===== src/rtl/mem_responder_pkg.sv =====
// Shared cache<->memory protocol definitions: field widths and request codes.
package mem_responder_pkg;

    localparam int unsigned IOSTATEWIDTH = 2;
    localparam int unsigned ADDRWIDTH    = 16;
    localparam int unsigned WORDWIDTH    = 16;

    localparam logic [IOSTATEWIDTH-1:0] IO_IDLE  = IOSTATEWIDTH'(0);
    localparam logic [IOSTATEWIDTH-1:0] IO_READ  = IOSTATEWIDTH'(1);
    localparam logic [IOSTATEWIDTH-1:0] IO_WRITE = IOSTATEWIDTH'(2);

    function automatic logic is_request(input logic [IOSTATEWIDTH-1:0] rw);
        return (rw == IO_READ) || (rw == IO_WRITE);
    endfunction

endpackage


===== src/rtl/mem_array.sv =====
// Backing storage: synchronous write, combinational read at the same index.
module mem_array
    import mem_responder_pkg::*;
#(
    parameter int unsigned DEPTH = 256,
    parameter int unsigned IDX_W = 8
) (
    input  logic                 clk,
    input  logic                 we,
    input  logic [IDX_W-1:0]     idx,
    input  logic [WORDWIDTH-1:0] wdata,
    output logic [WORDWIDTH-1:0] rdata
);

    logic [WORDWIDTH-1:0] mem [DEPTH];

    always_ff @(posedge clk) begin
        if (we) begin
            mem[idx] <= wdata;
        end
    end

    assign rdata = mem[idx];

endmodule


===== src/rtl/mem_responder.sv =====
// Memory-side responder: accepts one request, waits LATENCY cycles, then
// completes it with a one-cycle rdEn/wbDone pulse.
module mem_responder
    import mem_responder_pkg::*;
#(
    parameter int unsigned LATENCY = 3,
    parameter int unsigned DEPTH   = 256,
    parameter int unsigned IDX_W   = 8
) (
    input  logic                    clk,
    input  logic                    reset,
    input  logic [IOSTATEWIDTH-1:0] rwFromCache,
    input  logic [ADDRWIDTH-1:0]    addrFromCache,
    input  logic [WORDWIDTH-1:0]    dataFromCache,
    output logic [WORDWIDTH-1:0]    dataToCache,
    output logic                    rdEnToCache,
    output logic                    wbDoneToCache,
    output logic                    errToCache
);

    localparam int unsigned ST_W  = 2;
    localparam int unsigned CNT_W = 4;

    localparam logic [ST_W-1:0] ST_IDLE    = 2'd0;
    localparam logic [ST_W-1:0] ST_BUSY    = 2'd1;
    localparam logic [ST_W-1:0] ST_RESP    = 2'd2;
    localparam logic [ST_W-1:0] ST_RELEASE = 2'd3;

    logic [ST_W-1:0]      state_q, state_d;
    logic [CNT_W-1:0]     cnt_q, cnt_d;
    logic                 op_write_q, op_write_d;
    logic [IDX_W-1:0]     idx_q, idx_d;
    logic [WORDWIDTH-1:0] wdata_q, wdata_d;
    logic [WORDWIDTH-1:0] data_q, data_d;
    logic                 rd_en_q, rd_en_d;
    logic                 wb_done_q, wb_done_d;
    logic                 err_q, err_d;
    logic                 mem_we_c;
    logic [WORDWIDTH-1:0] mem_rdata_c;
    logic                 unused_addr_hi;

    // Upper address bits are deliberately ignored (index wraps).
    assign unused_addr_hi = ^addrFromCache[ADDRWIDTH-1:IDX_W];

    mem_array #(
        .DEPTH (DEPTH),
        .IDX_W (IDX_W)
    ) u_array (
        .clk   (clk),
        .we    (mem_we_c & ~reset),
        .idx   (idx_q),
        .wdata (wdata_q),
        .rdata (mem_rdata_c)
    );

    // Next-state and next-output logic.
    always_comb begin
        state_d    = state_q;
        cnt_d      = cnt_q;
        op_write_d = op_write_q;
        idx_d      = idx_q;
        wdata_d    = wdata_q;
        data_d     = data_q;
        rd_en_d    = 1'b0;
        wb_done_d  = 1'b0;
        err_d      = err_q;
        mem_we_c   = 1'b0;

        case (state_q)
            ST_IDLE: begin
                if (is_request(rwFromCache)) begin
                    op_write_d = (rwFromCache == IO_WRITE);
                    idx_d      = addrFromCache[IDX_W-1:0];
                    wdata_d    = dataFromCache;
                    cnt_d      = CNT_W'(LATENCY - 1);
                    state_d    = (LATENCY == 1) ? ST_RESP : ST_BUSY;
                end else if (rwFromCache != IO_IDLE) begin
                    err_d = 1'b1;
                end
            end
            ST_BUSY: begin
                cnt_d = cnt_q - CNT_W'(1);
                if (cnt_q == CNT_W'(1)) begin
                    state_d = ST_RESP;
                end
            end
            ST_RESP: begin
                // Commit/read happens on the edge leaving RESP, so the pulse
                // and read data become visible together.
                if (op_write_q) begin
                    mem_we_c  = 1'b1;
                    wb_done_d = 1'b1;
                end else begin
                    data_d  = mem_rdata_c;
                    rd_en_d = 1'b1;
                end
                state_d = ST_RELEASE;
            end
            ST_RELEASE: begin
                if (rwFromCache == IO_IDLE) begin
                    state_d = ST_IDLE;
                end
            end
            default: state_d = ST_IDLE;
        endcase
    end

    always_ff @(posedge clk) begin
        if (reset) begin
            state_q    <= ST_IDLE;
            cnt_q      <= '0;
            op_write_q <= 1'b0;
            idx_q      <= '0;
            wdata_q    <= '0;
            data_q     <= '0;
            rd_en_q    <= 1'b0;
            wb_done_q  <= 1'b0;
            err_q      <= 1'b0;
        end else begin
            state_q    <= state_d;
            cnt_q      <= cnt_d;
            op_write_q <= op_write_d;
            idx_q      <= idx_d;
            wdata_q    <= wdata_d;
            data_q     <= data_d;
            rd_en_q    <= rd_en_d;
            wb_done_q  <= wb_done_d;
            err_q      <= err_d;
        end
    end

    assign dataToCache   = data_q;
    assign rdEnToCache   = rd_en_q;
    assign wbDoneToCache = wb_done_q;
    assign errToCache    = err_q;

endmodule

===== config.mk =====
export PLATFORM = sky130hd
export DESIGN_NAME = mem_responder
export DESIGN_NICKNAME = d
export VERILOG_FILES = /design/src/rtl/mem_responder_pkg.sv /design/src/rtl/mem_array.sv /design/src/rtl/mem_responder.sv
export SDC_FILE = /design/constraint.sdc
export NUM_CORES = 2
export LEC_CHECK = 0
export CORE_ASPECT_RATIO = 1.5
export CORE_MARGIN = 8
export CORE_UTILIZATION = 50
export CTS_BUF_LIST = sky130_fd_sc_hd__clkbuf_4 sky130_fd_sc_hd__clkbuf_8 sky130_fd_sc_hd__clkbuf_16
export DETAILED_ROUTE_END_ITERATION = 10
export PLACE_DENSITY = 0.65
export SETUP_SLACK_MARGIN = 0.2
export SYNTH_ARGS = -nofsm -noshare
export SYNTH_HDL_FRONTEND = slang
export SYNTH_SLANG_ARGS = --single-unit

===== constraint.sdc =====
create_clock -name clk -period 4.8 [get_ports clk]
set_clock_uncertainty 0.15 [all_clocks]
set_input_delay 1.2 -clock clk [delete_from_list [all_inputs] [get_ports clk]]
set_output_delay 1.2 -clock clk [all_outputs]
set_load 0.005 [all_outputs]

## After elaboration in Yosys (flattened, before gate mapping)

Memory sizes are Yosys's and may differ from the RTL's. A register that Yosys moved wholly into a read port is not among the register bits.
Cells that the tools add are included.

- $add $sub $neg: 1
- Multiply operators: 0
- Divide/modulo/power cells: 0
- $lt $le $gt $ge: 0
- Eq/ne operators: 9
- Shift-type cells: 0
- Muxes and demuxes: 11
- Bitwise gates (word level): 5
- Reductions and logical operators: 11

Operators with widths:

| operator | count |
|---|---|
| $pmux W2 S4 | 1 |
| $pmux W4 S2 | 1 |
| $eq A2 B2 Y1 const B | 3 |
| $mux W2 | 3 |
| $ne A2 B2 Y1 const B | 3 |
| $reduce_and A2 Y1 | 3 |
| $reduce_and A3 Y1 | 2 |
| $mux W1 | 5 |
| $eq A2 B1 Y1 const B | 2 |
| $eq A4 B1 Y1 const B | 1 |
| $logic_not A2 Y1 | 2 |
| $mux W4 | 1 |
| $not A1 Y1 | 4 |
| $reduce_bool A2 Y1 | 2 |
| $sub A4 B1 Y4 const B | 1 |
| $reduce_or A2 Y1 | 1 |
| $and A1 B1 Y1 | 1 |
| $logic_or A1 B1 Y1 | 1 |

- Register bits: 34
- Latch bits: 0
- Bits in writable memories: 4,096
- Bits in read-only memories: 0
- Input bits: 36
- Output and inout bits: 19
- Logic and storage cells: 46
- Memories kept: 1

Memory list:

| name | words | width | rd ports | clocked after Yosys merged registers in | wr ports | line | RTL |
|---|---|---|---|---|---|---|---|
| u_array.mem | 256 | 16 | 1 | 1 | 1 | mem_array.sv:15 | `logic [WORDWIDTH-1:0] mem [DEPTH];` |

## Logic depth before layout (Yosys ltp)

- Depth after elaboration: 5
- Mapped depth: 14
- Depth with buffers taken out: 9

## Cells and area by module

From an unflattened synthesis, not the netlist that was laid out.

- Cell total of the unflattened synthesis: 6,950
- Area, all modules: 157,004.3 sq um

By module, submodules not included:

| module | instances | cells each | area each (sq um) | seq. area each (sq um) |
|---|---|---|---|---|
| mem_array | 1 | 6,711 | 155,078.7 | 122,998.0 |
| mem_responder | 1 | 239 | 1,925.6 | 1,001.0 |

## Worst setup path after synthesis

OpenSTA, ideal clock, no wires.

- Kind: register to register
- From: register wdata_q[0]
- To: memory u_array.mem[0][0] (data pin)
- Setup time: 0.856 ns
- Arrival: 3.397 ns
- Data required time: 3.794 ns
- Slack: 0.397 ns
- Cell stages (with the launch flop): 1
- Path buffers: 0
- Period minus slack after synthesis: 4.403 ns
- Cell sequence: dfxtp_1

RTL lines:

| item | line | RTL |
|---|---|---|
| from (decl) | mem_responder.sv:33 | `logic [WORDWIDTH-1:0] wdata_q, wdata_d;` |
| from (signal assigned) | mem_responder.sv:124 | `wdata_q <= wdata_d;` |
| to (decl) | mem_array.sv:15 |  |

No word-level cell before the write port.

==> impl_summary.md <==
Floorplanning
55 I/O pins were placed. After floorplanning, the core was sized to cover 0.318 mm^2. From left edge to right edge, the die measures between 400 and 500 um. Row generation in the floorplan step produced ~250 rows. Once the floorplan was initialized, standard cells occupied between 50% and 60% of the core. The die span in y is about 710 um.

The die covers 0.337 mm^2.

Synth
The share of synthesized area occupied by flip-flops and latches is between 70% and 80%. The number of synthesized register bits is just over 4k. The number of instances in the synthesized netlist is a little over 7k. Summed over all instances, the cell type with the most area after synthesis is sky130_fd_sc_hd__edfxtp_1. Of the post-synthesis cell area, the dominant cell type holds roughly 77%. A synthesized cell averages 22.1 um^2. After synthesis, the netlist uses 72 different library cells. The netlist area before placement is ~0.16 mm^2. The predominant post-synthesis flop cell is sky130_fd_sc_hd__edfxtp_1. By area the synthesized netlist is led by sky130_fd_sc_hd__edfxtp_1, sky130_fd_sc_hd__mux4_2, sky130_fd_sc_hd__mux2i_1. Synthesis produced a netlist with a net count of 7252. During synthesis, Yosys emitted a total of 0 warnings. After synthesis, the share of flip-flops with an asynchronous set or reset is 0%. Yosys mapped a number of flops with a built-in enable equal to just over 4k.

Run
The number of max-cap violations is 0.

Critical path
The cell family contributing the most delay on the critical path is simple AND/OR/NAND/NOR gates. The worst-case reg-to-reg path depth is 9. The class of the most critical setup path is flip-flop to flip-flop.

The data required time at the worst endpoint is around 5.5 ns. Counting buffers and inverters, the worst setup path is 9 cells deep. The biggest cell delay along the critical path is ~0.94 ns.

The critical path goes through buf_12 > mux4_2 > mux2i_1 > o32ai_1 > nor3_1 > buf_4 > nand4_1 > nor3_1 > a211oi_1. The worst register-to-register path ends at dataToCache[1]. In this run the worst path has a maximum fanout of 22. In this run the critical register-to-register path is launched from idx_q[1]. The most numerous cell on the critical path is sky130_fd_sc_hd__nor3_1.

The number of buffers and inverters on the critical path is 2. The critical path starts at idx_q[1]. The end point of the critical path is dataToCache[1]. The worst setup path is captured at a flip-flop.

The reg2reg setup slack is roughly 0.27 ns. STA classifies the critical path startpoint as a flip-flop. On the critical path, the stage with the largest delay is an instance of sky130_fd_sc_hd__dfxtp_4. Data arrives at the worst endpoint at a little over 5 ns.

Global route
The global-route usage over all layers is 25.4%. The via count of the first global-routing pass is 80.0k. The first global-routing pass estimated about 610000 um of wire. The number of antenna violations at the first check in global routing came to 19.

The maximum number of pins on one net before global-route repair is 233. For this run the aggregate overflow at the end of global routing stands at 0.

STA
The number of pins with negative max-slew slack in the final report is 0. Hold timing on the final database bottoms out at a slack of 0.328 ns. The fraction of the cycle the final worst path needs is a little over nine tenths. The final critical path time including I/O delays and setup is approximately 4.5 ns. Based on the critical path, the design can be clocked at up to around 220 MHz. Setup repair after global routing left no endpoint under its margin.

For the pin with the worst max-slew slack, the measured transition is 1.38 ns. Adding up every negative setup slack in the final design gives 0 ns. The final setup violation count is 0. The number of failing hold endpoints at the final stage is 0. The worst pin sits at a relative slew slack of under 10%.

CTS
The total CTS buffers is 374. The hold buffer count at cts is 0. Counting every sink on the clock net gives approximately 4.1k. The cell chosen for the clock root is sky130_fd_sc_hd__clkbuf_16. At the later pin of the worst-skew pair, clock insertion delay measures around 0.95 ns. TritonCTS built the clock tree. Clock-pin slew was measured on the worst setup and hold paths at about 0.07 ns. The total number of H-tree levels is 5.

Once the clock tree was built, the resizer swapped 0 gates to a different size. The largest buffer count on any clock path is 4. The post-CTS setup buffer count is 0.

Placement
Buffers placed on the I/O ports in this run total 46. At the end of routability-driven placement, the weighted congestion stood at 0.914. The half-perimeter wire length of the detailed placement result is ~270000 um. The total cell area at the placement stage is 0.169 mm^2.

Power and ir drop
The total power density per cell area is ~480 mW/mm^2. The share of total power in sequential cells is approximately half. Total power for the finished layout comes to 0.0862 W. Of the total power, the share spent switching nets is a little over a quarter. The clock network accounts for between 30% and 40% of the total power. VDD sags by at most between 0.3 and 0.4 mV.

For this design the static power due to leakage is roughly 56 nW. The analysis attributes to net switching a power of about 0.022 W. The share of total power in combinational logic is between 10% and 20%. The internal power of the cells totals about 0.064 W.

Finish
Cells fill a little under three fifths of the core in the end. The number of nets in the layout is 7887. Fill cells in the final layout number around 23k. Relative to the synthesized area, the layout overhead comes to 13.8%. In the layout the commonest cells are sky130_fd_sc_hd__edfxtp_1, sky130_fd_sc_hd__mux4_2, sky130_fd_sc_hd__buf_4. Cells with a size suffix above 1 make up between 20% and 30% of the layout. The post-route cell area is between 0.15 and 0.2 mm^2.

The most common cell after layout, fill and taps aside is sky130_fd_sc_hd__edfxtp_1.

Outcome
The run finished with clean final reports.

Detailed routing
The via count is 79.4k. The average via count per standard cell is roughly 6.4. For this block, the initial DRC count from the detailed router was about 10k.

The total iterations of the first detailed-routing run is 5. The final routed DRC violation total is 0. The count of nets left with antenna violations once routing finished came out at 0. The aggregate routed wire length is about 440000 um.

The average detailed-routed wire length per instance is about 35 um.

Worst hold path
The startpoint identified for the worst hold timing path is wdata_q[2]. The min-delay analysis places its worst path in the category flip-flop to flip-flop.
registers in the layout, indices dropped and copies added (netlist names), 2 cells and up:
register	count
state_q	2
dataToCache	16
wdata_q	16
cnt_q	4
u_array.mem	4096
idx_q	8
routing by layer:
layer  up-vias  track usage (%)  wire length (um)
met5         -                0                 0
met4         0             13.9             29200
met3       960             4.37             37600
met2      4333             42.5            218000
met1     42400             31.8            153000
li1      31700                -                 -
metrics by stage:
| stage | instances | worst slack (ns) |
|---|---|---|
| after global placement | 11700 | 0.272 |
| after global routing | 12400 | 0.344 |
| after CTS | 12400 | 0.328 |
| after detailed placement | 11700 | 0.303 |
| final | 12400 | 0.266 |
| after floorplan | 7207 | 0.397 |
worst min path at each step:
stage | to | slack (ns) | depth (start not counted)
6_report | u_array.mem[157][2] | 0.33 | 0
5_1_grt | u_array.mem[157][2] | 0.33 | 0
4_1_cts | u_array.mem[157][2] | 0.33 | 0
3_5_place_dp | u_array.mem[156][2] | 0.32 | 0
3_3_place_gp | errToCache | 0.31 | 2
2_1_floorplan | op_write_q | 0.30 | 2
layout make-up:
cell class                 count  area (um^2)  area share, %
tap                         4224         5290           2.92
antenna                       19         47.5         0.0262
clock buffer                 459        10100           5.58
sequential                  4146       124000           68.5
timing repair buffer         681         6110           3.37
multi-input combinational   2623        33100           18.3
inverter                      16         66.3         0.0366
clock inverter               223         2380           1.31
cell usage after synthesis (4+ instances only):
library cell,instances
sky130_fd_sc_hd__nor4_1,11
sky130_fd_sc_hd__o22ai_1,92
sky130_fd_sc_hd__nor2b_1,17
sky130_fd_sc_hd__o32ai_1,8
sky130_fd_sc_hd__mux4_2,1001
sky130_fd_sc_hd__o21bai_1,4
sky130_fd_sc_hd__clkbuf_1,130
sky130_fd_sc_hd__and3_1,9
sky130_fd_sc_hd__o211ai_1,14
sky130_fd_sc_hd__o21ai_0,62
sky130_fd_sc_hd__nand2b_1,11
sky130_fd_sc_hd__nand4_1,14
sky130_fd_sc_hd__mux2_2,14
sky130_fd_sc_hd__nor3_1,48
sky130_fd_sc_hd__or3_1,7
sky130_fd_sc_hd__buf_6,31
sky130_fd_sc_hd__a31oi_1,29
sky130_fd_sc_hd__a21oi_1,88
sky130_fd_sc_hd__nor2_1,347
sky130_fd_sc_hd__nand3_1,51
sky130_fd_sc_hd__a311oi_1,7
sky130_fd_sc_hd__buf_2,139
sky130_fd_sc_hd__a221oi_1,16
sky130_fd_sc_hd__a22o_1,14
sky130_fd_sc_hd__a32oi_1,14
sky130_fd_sc_hd__ha_1,9
sky130_fd_sc_hd__inv_1,14
sky130_fd_sc_hd__o22a_1,8
sky130_fd_sc_hd__edfxtp_1,4096
sky130_fd_sc_hd__buf_4,95
sky130_fd_sc_hd__and2_1,9
sky130_fd_sc_hd__a211oi_1,17
sky130_fd_sc_hd__buf_1,22
sky130_fd_sc_hd__o2111ai_1,7
sky130_fd_sc_hd__a2111oi_0,12
sky130_fd_sc_hd__a22oi_1,137
sky130_fd_sc_hd__o31a_1,4
sky130_fd_sc_hd__mux2i_1,263
sky130_fd_sc_hd__o221ai_1,15
sky130_fd_sc_hd__nand2_1,211
sky130_fd_sc_hd__dfxtp_1,50
power groups by stage:
stage	combinational (W)	clock [W]	sequential, W
after global placement	0.0130	0	0.0430
final	0.0132	0.0307	0.0423
after floorplan	0.00691	0	0.0438
after CTS	0.0132	0.0310	0.0423
after global routing	0.0137	0.0323	0.0423
after detailed placement	0.0132	0	0.0430
worst register-to-register path, cell delays in order, from the launching register on:
cell,delay (ns)
sky130_fd_sc_hd__dfxtp_4,0.94
sky130_fd_sc_hd__buf_12,0.35
sky130_fd_sc_hd__mux4_2,0.59
sky130_fd_sc_hd__mux2i_1,0.61
sky130_fd_sc_hd__o32ai_1,0.15
sky130_fd_sc_hd__nor3_1,0.68
sky130_fd_sc_hd__buf_4,0.23
sky130_fd_sc_hd__nand4_1,0.15
sky130_fd_sc_hd__nor3_1,0.45
sky130_fd_sc_hd__a211oi_1,0.14
cells by family after synthesis:
| logic type | synth area share, % |
|---|---|
| buffers and inverters | 1.56 |
| flip-flops | 77.9 |
| AND/OR/NAND/NOR | 2.05 |
| multiplexers | 16.0 |
| adder cells (fa/ha/maj) | 0.0707 |
| AO/OA/AOI/OAI | 2.49 |
No activity file was read; power rests on OpenSTA's default activity.
